**config.mk**
```make
export PLATFORM = sky130hd
export DESIGN_NAME = tlk2711_axil_reg_bridge
export DESIGN_NICKNAME = d
export VERILOG_FILES = /design/src/rtl/tlk2711_axil_reg_bridge.sv
export SDC_FILE = /design/constraint.sdc
export NUM_CORES = 1
export LEC_CHECK = 0
export CORE_MARGIN = 4
export CORE_UTILIZATION = 46
export CTS_BUF_LIST = sky130_fd_sc_hd__clkbuf_16
export CTS_CLUSTER_DIAMETER = 60
export DETAILED_ROUTE_END_ITERATION = 12
export GPL_TIMING_DRIVEN = 0
export PLACE_DENSITY_LB_ADDON = 0.3
export SKIP_LAST_GASP = 1
export SYNTH_ARGS = -nofsm -noshare
export SYNTH_HDL_FRONTEND = slang
export SYNTH_SLANG_ARGS = --single-unit
```
**constraint.sdc**
```tcl
create_clock -name ps_clk -period 13 [get_ports ps_clk]
set_input_delay 2.6 -clock ps_clk [delete_from_list [all_inputs] [get_ports ps_clk]]
set_output_delay 2.6 -clock ps_clk [all_outputs]
set_load 0.005 [all_outputs]
```
**src/rtl/tlk2711_axil_reg_bridge.sv**
```systemverilog
// AXI4-Lite slave bridging PS register accesses onto the single-cycle wen/ren register port.
// Write and read channels are independent FSMs, each with one transaction in flight.
module tlk2711_axil_reg_bridge #(
    parameter int unsigned AXIL_ADDR_WIDTH = 32,
    parameter int unsigned RD_LATENCY      = 1
) (
    input  logic                       ps_clk,
    input  logic                       ps_rst,
    input  logic [AXIL_ADDR_WIDTH-1:0] s_axil_awaddr,
    input  logic                       s_axil_awvalid,
    output logic                       s_axil_awready,
    input  logic [63:0]                s_axil_wdata,
    input  logic [7:0]                 s_axil_wstrb,
    input  logic                       s_axil_wvalid,
    output logic                       s_axil_wready,
    output logic [1:0]                 s_axil_bresp,
    output logic                       s_axil_bvalid,
    input  logic                       s_axil_bready,
    input  logic [AXIL_ADDR_WIDTH-1:0] s_axil_araddr,
    input  logic                       s_axil_arvalid,
    output logic                       s_axil_arready,
    output logic [63:0]                s_axil_rdata,
    output logic [1:0]                 s_axil_rresp,
    output logic                       s_axil_rvalid,
    input  logic                       s_axil_rready,
    output logic                       o_reg_wen,
    output logic [15:0]                o_reg_waddr,
    output logic [63:0]                o_reg_wdata,
    output logic                       o_reg_ren,
    output logic [15:0]                o_reg_raddr,
    input  logic [63:0]                i_reg_rdata
);

    localparam logic [1:0] RespOkay   = 2'b00;
    localparam logic [1:0] RespSlverr = 2'b10;
    localparam logic [1:0] RespDecerr = 2'b11;

    typedef enum logic [1:0] {StWIdle, StWIssue, StWResp} w_state_e;
    typedef enum logic [1:0] {StRIdle, StRIssue, StRWait, StRResp} r_state_e;

    // ---------------- write channel ----------------
    w_state_e                   w_state_q, w_state_d;
    logic                       aw_got_q, aw_got_d;
    logic                       w_got_q, w_got_d;
    logic                       awready_q, awready_d;
    logic                       wready_q, wready_d;
    logic [AXIL_ADDR_WIDTH-1:0] awaddr_q, awaddr_d;
    logic [63:0]                wdata_q, wdata_d;
    logic [7:0]                 wstrb_q, wstrb_d;
    logic [1:0]                 bresp_q, bresp_d;
    logic [1:0]                 w_class;
    logic                       aw_hs, w_hs;

    assign aw_hs = s_axil_awvalid & awready_q;
    assign w_hs  = s_axil_wvalid & wready_q;

    // DECERR outranks SLVERR
    always_comb begin
        if (awaddr_q[AXIL_ADDR_WIDTH-1:16] != '0) begin
            w_class = RespDecerr;
        end else if (awaddr_q[2:0] != 3'b000 || wstrb_q != 8'hFF) begin
            w_class = RespSlverr;
        end else begin
            w_class = RespOkay;
        end
    end

    always_ff @(posedge ps_clk or posedge ps_rst) begin
        if (ps_rst) begin
            w_state_q <= StWIdle;
            aw_got_q  <= 1'b0;
            w_got_q   <= 1'b0;
            awready_q <= 1'b0;
            wready_q  <= 1'b0;
            awaddr_q  <= '0;
            wdata_q   <= '0;
            wstrb_q   <= '0;
            bresp_q   <= RespOkay;
        end else begin
            w_state_q <= w_state_d;
            aw_got_q  <= aw_got_d;
            w_got_q   <= w_got_d;
            awready_q <= awready_d;
            wready_q  <= wready_d;
            awaddr_q  <= awaddr_d;
            wdata_q   <= wdata_d;
            wstrb_q   <= wstrb_d;
            bresp_q   <= bresp_d;
        end
    end

    always_comb begin
        w_state_d = w_state_q;
        unique case (w_state_q)
            StWIdle:  if (aw_got_d && w_got_d) w_state_d = StWIssue;
            StWIssue: w_state_d = StWResp;
            StWResp:  if (s_axil_bready) w_state_d = StWIdle;
            default:  w_state_d = StWIdle;
        endcase
    end

    always_comb begin
        aw_got_d = aw_got_q;
        w_got_d  = w_got_q;
        awaddr_d = awaddr_q;
        wdata_d  = wdata_q;
        wstrb_d  = wstrb_q;
        bresp_d  = bresp_q;
        if (aw_hs) begin
            aw_got_d = 1'b1;
            awaddr_d = s_axil_awaddr;
        end
        if (w_hs) begin
            w_got_d = 1'b1;
            wdata_d = s_axil_wdata;
            wstrb_d = s_axil_wstrb;
        end
        if (w_state_q == StWIssue) begin
            bresp_d  = w_class;
            aw_got_d = 1'b0;
            w_got_d  = 1'b0;
        end
        awready_d = (w_state_d == StWIdle) && !aw_got_d;
        wready_d  = (w_state_d == StWIdle) && !w_got_d;
    end

    always_comb begin
        o_reg_wen      = (w_state_q == StWIssue) && (w_class == RespOkay);
        o_reg_waddr    = awaddr_q[15:0];
        o_reg_wdata    = wdata_q;
        s_axil_awready = awready_q;
        s_axil_wready  = wready_q;
        s_axil_bvalid  = (w_state_q == StWResp);
        s_axil_bresp   = bresp_q;
    end

    // ---------------- read channel ----------------
    r_state_e                   r_state_q, r_state_d;
    logic                       arready_q, arready_d;
    logic [AXIL_ADDR_WIDTH-1:0] araddr_q, araddr_d;
    logic [63:0]                rdata_q, rdata_d;
    logic [1:0]                 rresp_q, rresp_d;
    logic [1:0]                 cnt_q, cnt_d;
    logic [1:0]                 r_class;
    logic                       ar_hs;

    assign ar_hs = s_axil_arvalid & arready_q;

    always_comb begin
        if (araddr_q[AXIL_ADDR_WIDTH-1:16] != '0) begin
            r_class = RespDecerr;
        end else if (araddr_q[2:0] != 3'b000) begin
            r_class = RespSlverr;
        end else begin
            r_class = RespOkay;
        end
    end

    always_ff @(posedge ps_clk or posedge ps_rst) begin
        if (ps_rst) begin
            r_state_q <= StRIdle;
            arready_q <= 1'b0;
            araddr_q  <= '0;
            rdata_q   <= '0;
            rresp_q   <= RespOkay;
            cnt_q     <= '0;
        end else begin
            r_state_q <= r_state_d;
            arready_q <= arready_d;
            araddr_q  <= araddr_d;
            rdata_q   <= rdata_d;
            rresp_q   <= rresp_d;
            cnt_q     <= cnt_d;
        end
    end

    always_comb begin
        r_state_d = r_state_q;
        unique case (r_state_q)
            StRIdle:  if (ar_hs) r_state_d = StRIssue;
            StRIssue: r_state_d = (r_class == RespOkay) ? StRWait : StRResp;
            StRWait:  if (cnt_q == 2'd0) r_state_d = StRResp;
            StRResp:  if (s_axil_rready) r_state_d = StRIdle;
            default:  r_state_d = StRIdle;
        endcase
    end

    // cnt_q counts down the remaining cycles until i_reg_rdata is valid
    always_comb begin
        araddr_d = araddr_q;
        rdata_d  = rdata_q;
        rresp_d  = rresp_q;
        cnt_d    = cnt_q;
        if (ar_hs) begin
            araddr_d = s_axil_araddr;
        end
        if (r_state_q == StRIssue) begin
            rresp_d = r_class;
            cnt_d   = 2'(RD_LATENCY - 1);
            if (r_class != RespOkay) begin
                rdata_d = '0;
            end
        end
        if (r_state_q == StRWait) begin
            if (cnt_q == 2'd0) begin
                rdata_d = i_reg_rdata;
            end else begin
                cnt_d = cnt_q - 2'd1;
            end
        end
        arready_d = (r_state_d == StRIdle);
    end

    always_comb begin
        o_reg_ren      = (r_state_q == StRIssue) && (r_class == RespOkay);
        o_reg_raddr    = araddr_q[15:0];
        s_axil_arready = arready_q;
        s_axil_rvalid  = (r_state_q == StRResp);
        s_axil_rdata   = rdata_q;
        s_axil_rresp   = rresp_q;
    end

endmodule

```
==> summary.md, run 1 <==
| Metric | Value |
|---|---|
| Status | `finished, final reports clean` |
| Root Buffer | `clkbuf_16` |
| Number of port buffers | `377` |
| Slew Viols, Final | `0` |
| CP max stage delay | `650 ps` |
| Maximum root-to-sink buffer count | `3` |
| Worst Path Required | `10400 ps` |
| DR vias | `6474` |
| Largest net degree at the start of global routing | `109` |
| Clock latency on the worst-skew pair | `490 ps` |
| Period Utilization, post-route | `40.4%` |
| Hpwl dp | `18.9 mm` |
| Total die area | `21500 um2` |
| Drt pass-1 iters | `4` |
| Worst vdd ir | `127 uV` |
| Final nets | `1278` |
| Period minus WS final | `5250 ps` |
| Final core utilization | `72.4%` |
| Starting DRT DRC Count | `235` |
| Synth unique cells | `35` |
| Hold buffer count at CTS | `0` |
| Crit end category | `primary output` |
| Area of the mapped netlist | `8850 um2` |
| CP max-delay cell | `clkdlybuf4s50_1` |
| Post-Syn Area per Cell | `13.3 um2` |
| Post-CTS Resized | `0` |
| Post-synth top area share | `60.8%` |
| Final TNS setup | `0 ps` |
| Final Wtd Congestion | `0.805` |
| CTS sink cnt | `215` |
| Multi-input gate area | `2970 um2` |
| Cells along the critical path | `nor2b_1, nand2_1, nor4_1, clkdlybuf4s50_1` |
| Routed wire length | `24.8 mm` |
| Reg area | `5380 um2` |
| CP arrival | `2650 ps` |
| DRC | `0` |
| Largest cells by area after synthesis | `dfrtp_1 (61%), mux2_1 (17%), a21oi_2 (4.9%), nand2_1 (3.6%), nand2_2 (3.5%)` |
| Pwr Density | `226 nW/um2` |
| Leak Pwr | `5.76 nW` |
| Mapped Nets | `875` |
| RSZ-0062 raised after global routing | `no` |
| Worst rel slew slack | `50.3%` |
| WS Path Type | `reg -> out` |
| Post-DRT Antenna Nets | `0` |
| Sequential-to-total area share from yosys stat | `60.8%` |
| Clk_skew | `6.53 ps` |
| Die Y | `147 um` |
| Slew @ Worst Pin | `745 ps` |
| First-pass GRT wire length | `39.1 mm` |
| Total CTS buffers | `23` |
| F_max | `0.191 GHz` |
| All-Layer GR Usage | `22.8%` |
| Chip width | `147 um` |
| H-tree lvl count | `1` |
| CTS clk-pin slew, worst paths | `60 ps` |
| CORE AREA | `18800 um2` |
| CP Launch Type | `register` |
| Vias per cell | `4.81` |
| Row cnt | `50` |
| IO Count | `378` |
| Share of cells above drive strength 1 | `17.5%` |
| Fillers | `1369` |
| Area grow syn2layout | `53.9%` |
| Setup bufs post-CTS | `0` |
| CTS tree | `done` |
| Antenna violations before repair | `1` |
| Final setup viols | `0` |
| Max Cap Viol | `0` |
| HP Class | `reg -> reg` |
| Final Hold Vio Count | `0` |
| Flops & latches, synth | `215` |
| Yosys top cell by area | `dfrtp_1` |
| Vias in the first global route | `7023` |
| CP max FO | `6` |
| Initial Util | `47.0%` |
| Grt ovf | `0` |
| DR WL/cell | `18.4 um` |
| Syn. warnings | `0` |
| Post-Synthesis Cells | `668` |
-- sequential cells by signal, summed over array words and instances, names as in the netlist --
| register | count |
|---|---|
| o_reg_wdata | 64 |
| s_axil_rdata | 64 |
| araddr_q | 32 |
| awaddr_q | 32 |
| wstrb_q | 8 |
| cnt_q | 2 |
| r_state_q | 2 |
| s_axil_bresp | 2 |
| s_axil_rresp | 2 |
| w_state_q | 2 |
| aw_got_q | 1 |
| s_axil_arready | 1 |
| s_axil_awready | 1 |
| s_axil_wready | 1 |
| w_got_q | 1 |
-- metal layers --
layer	wire length [um]	track usage [%]	vias up	share of wire [%]
li1	-	-	3039	-
met3	2570	9.07	40	10
met4	518	5.60	0	2.1
met2	12900	42.2	256	52
met1	8740	24.4	3139	35
met5	0	0	-	0
-- worst max-delay path: cells and delay by family, from the launching register on --
family | cells | cell delay [ps]
and+or+nand+nor | 3 | 1110
buffers and inverters | 1 | 650
DFF | 1 | 400
-- cells in the final DEF, fill, tap and decap left out, types with 2 or more instances in the layout --
master           instances
buf_2                   21
nor3b_1                  2
clkinv_1                 7
nor3_1                   2
clkbuf_16               23
dfrtp_1                215
nor2_1                   8
buf_12                   6
nor4_1                  10
clkdlybuf4s50_1        377
nand2b_1                 2
diode_2                  2
a21oi_2                 50
nand3_1                  2
clkbuf_1                 7
a21oi_1                 17
nor2b_1                  2
mux2_1                 136
buf_4                   32
inv_1                    9
nand2_1                 86
nand2_2                 50
o21ai_1                  2
-- power breakdown --
part | switching (mW) | internal, mW | total (mW)
clock network | 0.250 | 0.317 | 0.567
logic | 0.543 | 0.825 | 1.37
registers | 0.159 | 0.985 | 1.14
total | 0.952 | 2.13 | 3.08
-- final timing paths --
path	slack [ps]	depth (start not counted)	startpoint	endpoint
hold / removal	430	1	aw_got_q$_DFF_PP0_	s_axil_awready$_DFF_PP0_
min in group asynchronous	2630	2	ps_rst	araddr_q[15]$_DFFE_PP0P_
hold reg to reg	430	1	aw_got_q$_DFF_PP0_	s_axil_awready$_DFF_PP0_
max in group asynchronous	9390	3	ps_rst	s_axil_rdata[2]$_DFF_PP0_
setup reg to reg	11190	6	araddr_q[23]$_DFFE_PP0P_	s_axil_rdata[12]$_DFF_PP0_
setup / recovery	7750	4	w_state_q[1]$_DFF_PP0_	o_reg_wen
-- per-stage QoR --
step | power, mW | worst slack (ps) | std cells | hold WS [ps] | instance area [um2]
3_5_place_dp | 2.54 | 8250 | 1306 | 423 | 13000
4_1_cts | 3.12 | 7700 | 1345 | 431 | 13600
6_report | 3.08 | 7750 | 1347 | 430 | 13600
2_1_floorplan | 1.80 | 4520 | 668 | 409 | 8850
5_1_grt | 3.29 | 7540 | 1346 | 445 | 13600
3_3_place_gp | 2.50 | 1620 | 1305 | 413 | 13000
-- Yosys cell counts --
cell type / count
nor2_1: 8
nand4_1: 1
and4b_1: 1
nor3b_1: 2
nand3_1: 2
buf_12: 6
mux2_1: 136
dfrtp_1: 215
buf_4: 32
a21o_1: 1
a21oi_1: 17
nor4_1: 10
mux2_2: 1
nand2_2: 50
o22a_1: 1
and3_1: 1
clkbuf_1: 7
or3_1: 1
a22o_1: 1
buf_1: 1
or2_2: 1
and4_1: 1
buf_2: 21
and2_1: 1
nor2_4: 1
nor2b_1: 2
nand2_1: 86
nand2b_1: 2
inv_2: 1
inv_1: 2
or3b_4: 1
nor3_1: 2
o21ai_1: 2
o22ai_1: 1
a21oi_2: 50
-- logic make-up after synthesis --
group,count (synthesis),share of synthesized area (%)
flops,215,60.8
simple gates,173,9.72
mux,137,17.4
compound gates,73,6.37
buf+inv,70,5.72
-- cell type report --
type	instances	area share, %
inverter	3	0.138
antenna	2	0.0367
timing repair buffer	378	27.9
multi-input combinational	383	21.8
clock inverter	16	0.450
sequential	215	39.5
buffer	67	3.64
tap	260	2.39
clock buffer	23	4.22
Note: power is estimated with default switching activity, not from simulation.
==> run 2, diff against run 1 <==
Settings changed: CORE_UTILIZATION 46 to 39.
Clock period 13 ns to 4.4 ns, I/O delays scaled along.
==> run 2 against run 1 <==
  * First-iteration DRC count shrank 23%
  * Via count grew 0.15%
  * Sequential power grew to 3.0 times the previous value
  * Die area grew 17%
  * Wire length shrank 1.5%
  * Sequential cell count is the same
  * Power grew to 3.0 times the previous value
  * Utilization shrank 9.6 points
  * Clock skew grew 6.7 ps
  * Sequential share of layout area shrank 0.71 points
  * Combinational power grew to 2.9 times the previous value
  * Critical endpoint unchanged
  * Largest cell class unchanged
  * Largest power group unchanged
==> summary.md, run 2 (synthesis gave the netlist of run 1 again) <==
| Metric | Value |
|---|---|
| Worst vdd ir | `363 uV (+190%)` |
| Setup ws final | `1080 ps (-6670 ps)` |
| Total die area | `25200 um2 (+17%)` |
| DR vias | `6484 (+0.15%)` |
| Status | `finished, final reports clean` |
| F_max | `0.301 GHz` |
| Worst slack, placed | `1580 ps (-6670 ps)` |
| Reg2Reg Depth | `6 (unchanged)` |
| Grt ovf | `0 (unchanged)` |
| Reg area | `5380 um2 (unchanged)` |
| Post-DRT Antenna Nets | `0 (unchanged)` |
| Root Buffer | `clkbuf_16` |
| Initial Util | `40.1% (-6.9 points)` |
| Area grow syn2layout | `56.7%` |
| CTS clk-pin slew, worst paths | `60 ps (about the same)` |
| Vias per cell | `4.71 (-2.0%)` |
| H-tree lvl count | `1 (unchanged)` |
| Pwr Density | `672 nW/um2 (+200%)` |
| Period minus WS final | `3320 ps` |
| Vias in the first global route | `6885 (-2.0%)` |
| Slew Viols, Final | `0 (unchanged)` |
| First-pass GRT wire length | `37.3 mm (-4.6%)` |
| Final nets | `1284 (+0.47%)` |
| CORE AREA | `22100 um2 (+17%)` |
| IO Count | `378 (unchanged)` |
| Chip width | `159 um (+8.1%)` |
| Max Cap Viol | `0 (unchanged)` |
| Final Cell Area | `13900 um2 (+1.8%)` |
| Hold buffer count at CTS | `0 (unchanged)` |
| Final setup viols | `0 (unchanged)` |
| Share of cells above drive strength 1 | `18.7% (+1.2 points)` |
| Fillers | `1757 (+28%)` |
| Post-layout power | `9.33 mW (+200%)` |
| Clk_skew | `13.3 ps (+6.75 ps)` |
| Total CTS buffers | `24 (+4.3%)` |
| WS Path Type | `reg -> out` |
| Most frequent cells in the layout | `clkdlybuf4s50_1 (377), dfrtp_1 (215), mux2_1 (136)` |
| Grt met1 use | `21.7% (-2.7 points)` |
| Die Y | `159 um (+8.1%)` |
| CP max stage delay | `610 ps (-40 ps)` |
| Largest net degree at the start of global routing | `40 (-63%)` |
| Cell Area, Placed | `13100 um2 (+0.88%)` |
| DR WL/cell | `17.7 um (-3.6%)` |
| Met2 Resource Use GR | `32.8% (-9.4 points)` |
| Period Utilization, post-route | `75.4%` |
| CP max-delay cell | `clkdlybuf4s50_1` |
| CP max FO | `2 (-4)` |
| Most used cell, CP | `nor4_1` |
| CTS tree | `done` |
| GR peak layer | `met2` |
| Final Hold Vio Count | `0 (unchanged)` |
| Leak Pwr | `5.84 nW (+1.5%)` |
| HP Class | `reg -> reg` |
| Multi-input gate area | `2970 um2 (unchanged)` |
| Cells along the critical path | `nor4_1, nand3_1, nor4_1, clkdlybuf4s50_1` |
| Slew @ Worst Pin | `619 ps (-126 ps)` |
| DRC | `0 (unchanged)` |
| Met3 usage | `7.20% (-1.9 points)` |
| CP Launch Type | `register` |
| Largest delay share family, worst path | `simple AND/OR/NAND/NOR gates` |
| Worst rel slew slack | `58.7% (+8.4 points)` |
| Most common cell after layout, fill and taps aside | `clkdlybuf4s50_1` |
| Starting DRT DRC Count | `180 (-23%)` |
| Post-CTS Resized | `0 (unchanged)` |
| Maximum root-to-sink buffer count | `3 (unchanged)` |
| Routed wire length | `24.4 mm (-1.5%)` |
| Critical path depth in cells | `4 (unchanged)` |
| Final Wtd Congestion | `0.781 (-2.9%)` |
| Worst Path Required | `3520 ps (-6880 ps)` |
| Row cnt | `54 (+8.0%)` |
| Min-Delay Path Depth | `1 (unchanged)` |
| Hpwl dp | `19.1 mm (+0.68%)` |
| CTS sink cnt | `215 (unchanged)` |
| Crit path buf inv count | `1 (unchanged)` |
| Number of port buffers | `377 (unchanged)` |
| CP arrival | `2440 ps (-210 ps)` |
| Setup bufs post-CTS | `0 (unchanged)` |
| Drt pass-1 iters | `6 (+2)` |
| Antenna violations before repair | `3 (+2)` |
| RSZ-0062 raised after global routing | `no` |
| All-Layer GR Usage | `18.8% (-4.1 points)` |
| Clock latency on the worst-skew pair | `510 ps (+20 ps)` |
| Crit end category | `primary output` |
run 2: worst reg2reg max path, cell delays in order (launching register included):
cell     delay, ps
dfrtp_1        380
nor4_1         320
and4_1         290
a21oi_1         90
buf_2          200
buf_2          250
a21oi_2        140
run 2: cell type report:
type / instances / share of cell area [%]
Antenna cell: 2 / 0.0361
Tap cell: 280 / 2.52
Clock buffer: 25 / 4.51
Buffer: 67 / 3.57
Inverter: 3 / 0.108
Sequential cell: 215 / 38.8
Multi-Input combinational cell: 383 / 21.4
Clock inverter: 18 / 1.05
Timing Repair Buffer: 383 / 28.1
run 2: worst paths after layout:
path | slack, ps | start | end
max | 1080 | awaddr_q[28]$_DFFE_PP0P_ | o_reg_wen
min | 430 | w_got_q$_DFF_PP0_ | s_axil_wready$_DFF_PP0_
max reg2reg | 2650 | araddr_q[23]$_DFFE_PP0P_ | s_axil_rdata[29]$_DFF_PP0_
min reg2reg | 430 | w_got_q$_DFF_PP0_ | s_axil_wready$_DFF_PP0_
max in group asynchronous | 2780 | ps_rst | s_axil_rdata[40]$_DFF_PP0_
min in group asynchronous | 660 | ps_rst | araddr_q[11]$_DFFE_PP0P_
run 2: per-stage QoR:
stage          hold slack [ps]  util (%)  setup TNS [ps]  instances
3_5_place_dp               420      59.3               0       1331
3_3_place_gp               417      58.8         -233210       1325
2_1_floorplan              409         -               0        668
4_1_cts                    428      62.8               0       1374
6_report                   426      62.8               0       1376
5_1_grt                    441      62.8               0       1376
run 2: power breakdown:
part	switching, mW	total, mW	internal [mW]
combinational	1.57	4.01	2.45
clock	0.799	1.95	1.15
sequential	0.458	3.37	2.91
total	2.82	9.33	6.50
run 2: routing by layer:
metal / routed length [um] / vias up
met5: 13 / -
met4: 496 / 2
met3: 2640 / 37
met2: 12000 / 263
met1: 9280 / 3129
li1: - / 3053
